<file path="config.mk">
export PLATFORM = sky130hd
export DESIGN_NAME = sparc_exu_ccr_pipe
export DESIGN_NICKNAME = d
export VERILOG_FILES = /design/src/rtl/sparc_exu_ccr_pipe.sv
export SDC_FILE = /design/constraint.sdc
export NUM_CORES = 1
export LEC_CHECK = 0
export ABC_CLOCK_PERIOD_IN_PS = 4900
export CAP_MARGIN = 20
export CORE_MARGIN = 2
export CORE_UTILIZATION = 51
export CTS_CLUSTER_DIAMETER = 80
export CTS_CLUSTER_SIZE = 12
export DETAILED_ROUTE_END_ITERATION = 8
export HOLD_SLACK_MARGIN = 0.05
export PLACE_DENSITY = 0.85
export SYNTH_ARGS = -nofsm -noshare
export SYNTH_HDL_FRONTEND = slang
export SYNTH_SLANG_ARGS = --single-unit
</file>
<file path="constraint.sdc">
create_clock -name rclk -period 4.9 [get_ports rclk]
set_input_delay 0.49 -clock rclk [delete_from_list [all_inputs] [get_ports rclk]]
set_output_delay 0.49 -clock rclk [all_outputs]
set_load 0.02 [all_outputs]
</file>
<file path="src/rtl/sparc_exu_ccr_pipe.sv">
// ECL condition-code pipe: forms icc/xcc from ALU flags in E, stages through M/W,
// commits per-thread CCRs and bypasses them to D. Optional parity: SPARC_EXU_CCR_PARITY_EN.
module sparc_exu_ccr_pipe #(
    parameter int NTHR = 4,
    parameter int TIDW = 2
) (
    input  logic              rclk,
    input  logic              arst_l,
    input  logic [TIDW-1:0]   ifu_exu_tid_e,
    input  logic              ecl_setcc_vld_e,
    input  logic              ecl_wrccr_vld_e,
    input  logic [7:0]        wrccr_data_e,
    input  logic              ecl_alu_out_sel_sum_e,
    input  logic              ecl_alu_sub_e,
    input  logic              alu_ecl_add_n64_e,
    input  logic              alu_ecl_add_n32_e,
    input  logic              alu_ecl_log_n64_e,
    input  logic              alu_ecl_log_n32_e,
    input  logic              alu_ecl_zhigh_e,
    input  logic              alu_ecl_zlow_e,
    input  logic              alu_ecl_adderin2_63_e,
    input  logic              alu_ecl_adderin2_31_e,
    input  logic              byp_alu_rs1_63_e,
    input  logic              byp_alu_rs1_31_e,
    input  logic              alu_ecl_cout64_e_l,
    input  logic              alu_ecl_cout32_e,
    input  logic              ecl_kill_m,
    input  logic              ecl_kill_w,
`ifdef SPARC_EXU_CCR_PARITY_EN
    input  logic              ecl_ccr_perr_inj,
    output logic              exu_ecl_ccr_perr_d,
`endif
    input  logic [TIDW-1:0]   ifu_exu_tid_d,
    output logic [7:0]        exu_ifu_ccr_d,
    output logic [8*NTHR-1:0] exu_ccr_thr
);

    logic            n64, n32, z64, z32, v64, v32, c64, c32;
    logic            vld_e;
    logic [7:0]      ccr_e;
    logic            vld_m, vld_w;
    logic [TIDW-1:0] tid_m, tid_w;
    logic [7:0]      ccr_m, ccr_w;
    logic [7:0]      ccr_arch [NTHR];
    logic            e_hit, m_hit, w_hit;
`ifdef SPARC_EXU_CCR_PARITY_EN
    logic [NTHR-1:0] par_arch;
`endif

    assign vld_e = ecl_setcc_vld_e | ecl_wrccr_vld_e;

    always_comb begin
        n64 = ecl_alu_out_sel_sum_e ? alu_ecl_add_n64_e : alu_ecl_log_n64_e;
        n32 = ecl_alu_out_sel_sum_e ? alu_ecl_add_n32_e : alu_ecl_log_n32_e;
        z32 = alu_ecl_zlow_e;
        z64 = alu_ecl_zlow_e & alu_ecl_zhigh_e;
        v64 = 1'b0;
        v32 = 1'b0;
        c64 = 1'b0;
        c32 = 1'b0;
        if (ecl_alu_out_sel_sum_e) begin
            v64 = (byp_alu_rs1_63_e & alu_ecl_adderin2_63_e & ~n64) |
                  (~byp_alu_rs1_63_e & ~alu_ecl_adderin2_63_e & n64);
            v32 = (byp_alu_rs1_31_e & alu_ecl_adderin2_31_e & ~n32) |
                  (~byp_alu_rs1_31_e & ~alu_ecl_adderin2_31_e & n32);
            // Subtract reports borrow, the complement of the adder carry.
            c64 = ~alu_ecl_cout64_e_l ^ ecl_alu_sub_e;
            c32 = alu_ecl_cout32_e ^ ecl_alu_sub_e;
        end
        ccr_e = ecl_wrccr_vld_e ? wrccr_data_e : {n64, z64, v64, c64, n32, z32, v32, c32};
    end

    always_ff @(posedge rclk or negedge arst_l) begin
        if (!arst_l) begin
            vld_m <= 1'b0;
            tid_m <= '0;
            ccr_m <= 8'h00;
            vld_w <= 1'b0;
            tid_w <= '0;
            ccr_w <= 8'h00;
            for (int i = 0; i < NTHR; i++) ccr_arch[i] <= 8'h00;
`ifdef SPARC_EXU_CCR_PARITY_EN
            par_arch <= '0;
`endif
        end else begin
            vld_m <= vld_e;
            tid_m <= ifu_exu_tid_e;
            ccr_m <= ccr_e;
            vld_w <= vld_m & ~ecl_kill_m;
            tid_w <= tid_m;
            ccr_w <= ccr_m;
            if (vld_w && !ecl_kill_w) begin
                ccr_arch[tid_w] <= ccr_w;
`ifdef SPARC_EXU_CCR_PARITY_EN
                par_arch[tid_w] <= (^ccr_w) ^ ecl_ccr_perr_inj;
`endif
            end
        end
    end

    // Newest matching in-flight value wins over the architectural copy.
    assign e_hit = vld_e && (ifu_exu_tid_e == ifu_exu_tid_d);
    assign m_hit = vld_m && !ecl_kill_m && (tid_m == ifu_exu_tid_d);
    assign w_hit = vld_w && !ecl_kill_w && (tid_w == ifu_exu_tid_d);

    always_comb begin
        if (e_hit)      exu_ifu_ccr_d = ccr_e;
        else if (m_hit) exu_ifu_ccr_d = ccr_m;
        else if (w_hit) exu_ifu_ccr_d = ccr_w;
        else            exu_ifu_ccr_d = ccr_arch[ifu_exu_tid_d];
    end

`ifdef SPARC_EXU_CCR_PARITY_EN
    assign exu_ecl_ccr_perr_d = ~(e_hit | m_hit | w_hit) &
                                ((^ccr_arch[ifu_exu_tid_d]) ^ par_arch[ifu_exu_tid_d]);
`endif

    for (genvar i = 0; i < NTHR; i++) begin : g_thr
        assign exu_ccr_thr[8*i +: 8] = ccr_arch[i];
    end

endmodule

</file>
==> results.md <==
* First-pass GRT wire length at 8910 um
* Slowest cell on the critical path: clkdlybuf4s50_1
* Post-Route WL at 5330 um
* Die ar. at 5550 um2
* Cell row count at 25
* Die height at 74.5 um
* CP endpoint kind: output pin
* Post-Route Utilization at 70.9%
* P per Cell Area at 382 nW/um2
* Clock sinks at 54
* Stages on worst setup path at 6
* CP Cell Sequence: clkdlybuf4s50_1, xnor2_1, nand3_1, and2_1, a211oi_2, clkdlybuf4s50_1
* Core area at 4750 um2
* Post-Syn Nets at 209
* Worst EP required at 4.41 ns
* Distinct cells, synth at 29
* Register area share after synthesis at 53.3%
* Synth warnings at 0
* Drt initial violations at 83
* CTS clk-pin slew, worst paths at 0.09 ns
* Total gr overflow at 0
* Drt drc at 0
* Share of cells above drive strength 1 at 15.3%
* CTS tree: built
* Gpl congestion at 0.777
* Syn Area/Cell at 14.3 um2
* Final setup viols at 0
* Tightest Pin Transition at 0.815 ns
* Hold WC Path Type: input port to async pin
* 1st-pass router iterations at 4
* Clock Skews at 0.00412 ns
* Die X at 74.5 um
* Fin. Hold Viols at 0
* Critical path endpoint: exu_ifu_ccr_d[6]
* ANT nets after route at 0
* Buf+Inv Stages, Crit Path at 2
* Reg-to-Reg End: exu_ccr_thr[17]$_DFFE_PN0P_
* Vias in the first global route at 1,778
* Post-route setup TNS at 0 ns
* Critical Path AT at 3.36 ns
* Ant. Diodes at 0
* Clock buffer depth at 2
* CTS buffer count at 5
* Period utilisation layout at 78.6%
* H-tree Lvls at 2
* Total Nets Final at 281
* Reg2Reg Setup Slack at 3.13 ns
* RSZ-0062 raised after global routing: false
* Max_slew headroom at 45.4%
* Slowest stage delay, CP at 0.87 ns
* Port Buffers at 71
* Crit path max-delay family: buffers and inverters
* CTS root buf: clkbuf_8
* Initial core utilization at 53.3%
* RR Startpoint: vld_w$_DFF_PN0_
* Worst Path Max Fanout at 17
* Period minus WS final at 3.85 ns
* Max-Cap Viols at 0
* Most frequent cell on the critical path: clkdlybuf4s50_1
* Post-CTS sizing at 0
* DP Wirelength at 3960 um
* Area Overhead vs Synth at 33.1%
* Setup CP Type: input port to output pin
* Critical Path Source Type: input port
* Critical path origin: ifu_exu_tid_d[1]
* Cell count after synthesis at 177
* Worst-Skew Late Latency at 0.30 ns
* Worst vdd ir at 0.224 mV
* Post-CTS Setup Bufs at 0
* Via/cell ratio at 5.52
* Via count at 1,743
* Total track usage at 21.8%
* Result of the run: finished clean
* Pin count of the biggest net entering global routing at 55
* # hold bufs at CTS at 0
* Num ports at 72
* Overall Power at 1.29 mW
* Synth Register Bits at 54
* Fmax at 0.260 GHz
* Post-synthesis instance area at 2530 um2
* Slew Limit Fails at 0
* FF-to-FF path depth at 3
* P_leak at 1.37 nW
* Wire per inst at 16.9 um
* Initial antenna violation count at 0
==> placed cells by master, fill, tap and decap left out, types with 2 or more instances in the layout <==
master	Yosys	final
o22ai_1	2	2
mux2_2	9	9
nor3b_1	8	8
buf_4	0	2
nor2b_1	2	2
mux4_2	8	8
nor2_1	6	6
clkdlybuf4s50_1	0	70
xor2_1	2	2
a221oi_1	2	2
xnor2_1	5	5
nand2b_1	4	4
a211oi_2	8	8
clkbuf_1	4	2
mux2i_1	10	10
a22o_1	2	2
mux2_1	24	24
dfrtp_1	54	54
clkbuf_8	0	5
nand3_1	2	2
o21ai_1	5	5
nand2_1	8	8
==> cells in the mapped netlist (all sizes together) <==
master	n	area, um2
nand2	8	30.0
a221oi	2	17.5
mux2i	10	100
o21ai	5	25.0
o22ai	2	12.5
nor3b	10	91.3
dfrtp	54	1350
xor2	3	33.8
nand2b	4	25.0
mux2	33	372
nand3	2	10.0
xnor2	5	43.8
nor3	2	26.3
and2	1	6.26
nand4b	1	8.76
buf	4	26.3
mux4	8	180
nor2b	2	12.5
or2	1	6.26
clkbuf	4	15.0
a22o	2	17.5
a211oi	8	100
nor2	6	22.5
==> metrics by stage <==
| stage | area, um2 | worst slack [ns] | hold WS (ns) | cells |
|---|---|---|---|---|
| 4_1_cts | 3370 | 1.05 | 0.316 | 316 |
| 2_1_floorplan | 2530 | 2.61 | 0.194 | 177 |
| 5_1_grt | 3370 | 0.884 | 0.378 | 316 |
| 3_3_place_gp | 3300 | 1.09 | 0.359 | 309 |
| 6_report | 3370 | 1.05 | 0.301 | 316 |
| 3_5_place_dp | 3300 | 1.05 | 0.363 | 309 |
==> worst register-to-register path, cell delays in order (launching register included) <==
cell and delay [ns]:
dfrtp_1 0.35, nand2b_1 0.19, nor3b_2 0.72, mux2_1 0.39
==> worst min-delay path by stage <==
stage	cells past startpoint	startpoint	to
finish	2	arst_l	exu_ccr_thr[3]$_DFFE_PN0P_
floorplan	0	arst_l	ccr_m[0]$_DFF_PN0_
global route	2	arst_l	exu_ccr_thr[19]$_DFFE_PN0P_
CTS	2	arst_l	exu_ccr_thr[27]$_DFFE_PN0P_
detailed placement	0	ccr_m[6]$_DFF_PN0_	ccr_w[6]$_DFF_PN0_
global placement	0	ccr_m[6]$_DFF_PN0_	ccr_w[6]$_DFF_PN0_
==> power breakdown <==
group,switching [mW],internal [mW],leakage [nW]
sequential,0.0579,0.522,0.668
combinational,0.219,0.259,0.663
clock,0.130,0.0987,0.0383
==> kinds of logic after synthesis <==
kind of cell / share of synthesized area [%]
mux: 25.7
simple gates: 9.43
xor+xnor: 3.06
compound gates: 6.81
buf+inv: 1.63
flops: 53.3
==> sequential cells by signal, indices dropped and copies added (netlist names) <==
signal and count:
tid_m 2, vld_m 1, ccr_m 8, vld_w 1, exu_ccr_thr 32, ccr_w 8
tid_w 2
==> layout make-up <==
cell class	instances	area, um2
sequential	54	1350
multi-input combinational	115	1140
fill	362	1380
clock buffer	7	76.3
tap	67	83.8
timing repair buffer	73	721
==> routing by layer <==
layer	routed length, um	track usage [%]	vias to the layer above	share of wire, %
li1	-	-	790	-
met1	2350	29.7	897	44
met2	2700	36.4	49	51
met3	187	2.98	7	3.5
met4	82	7.14	0	1.5
met5	0	0	-	0
Note: power is estimated with default switching activity, not from simulation.
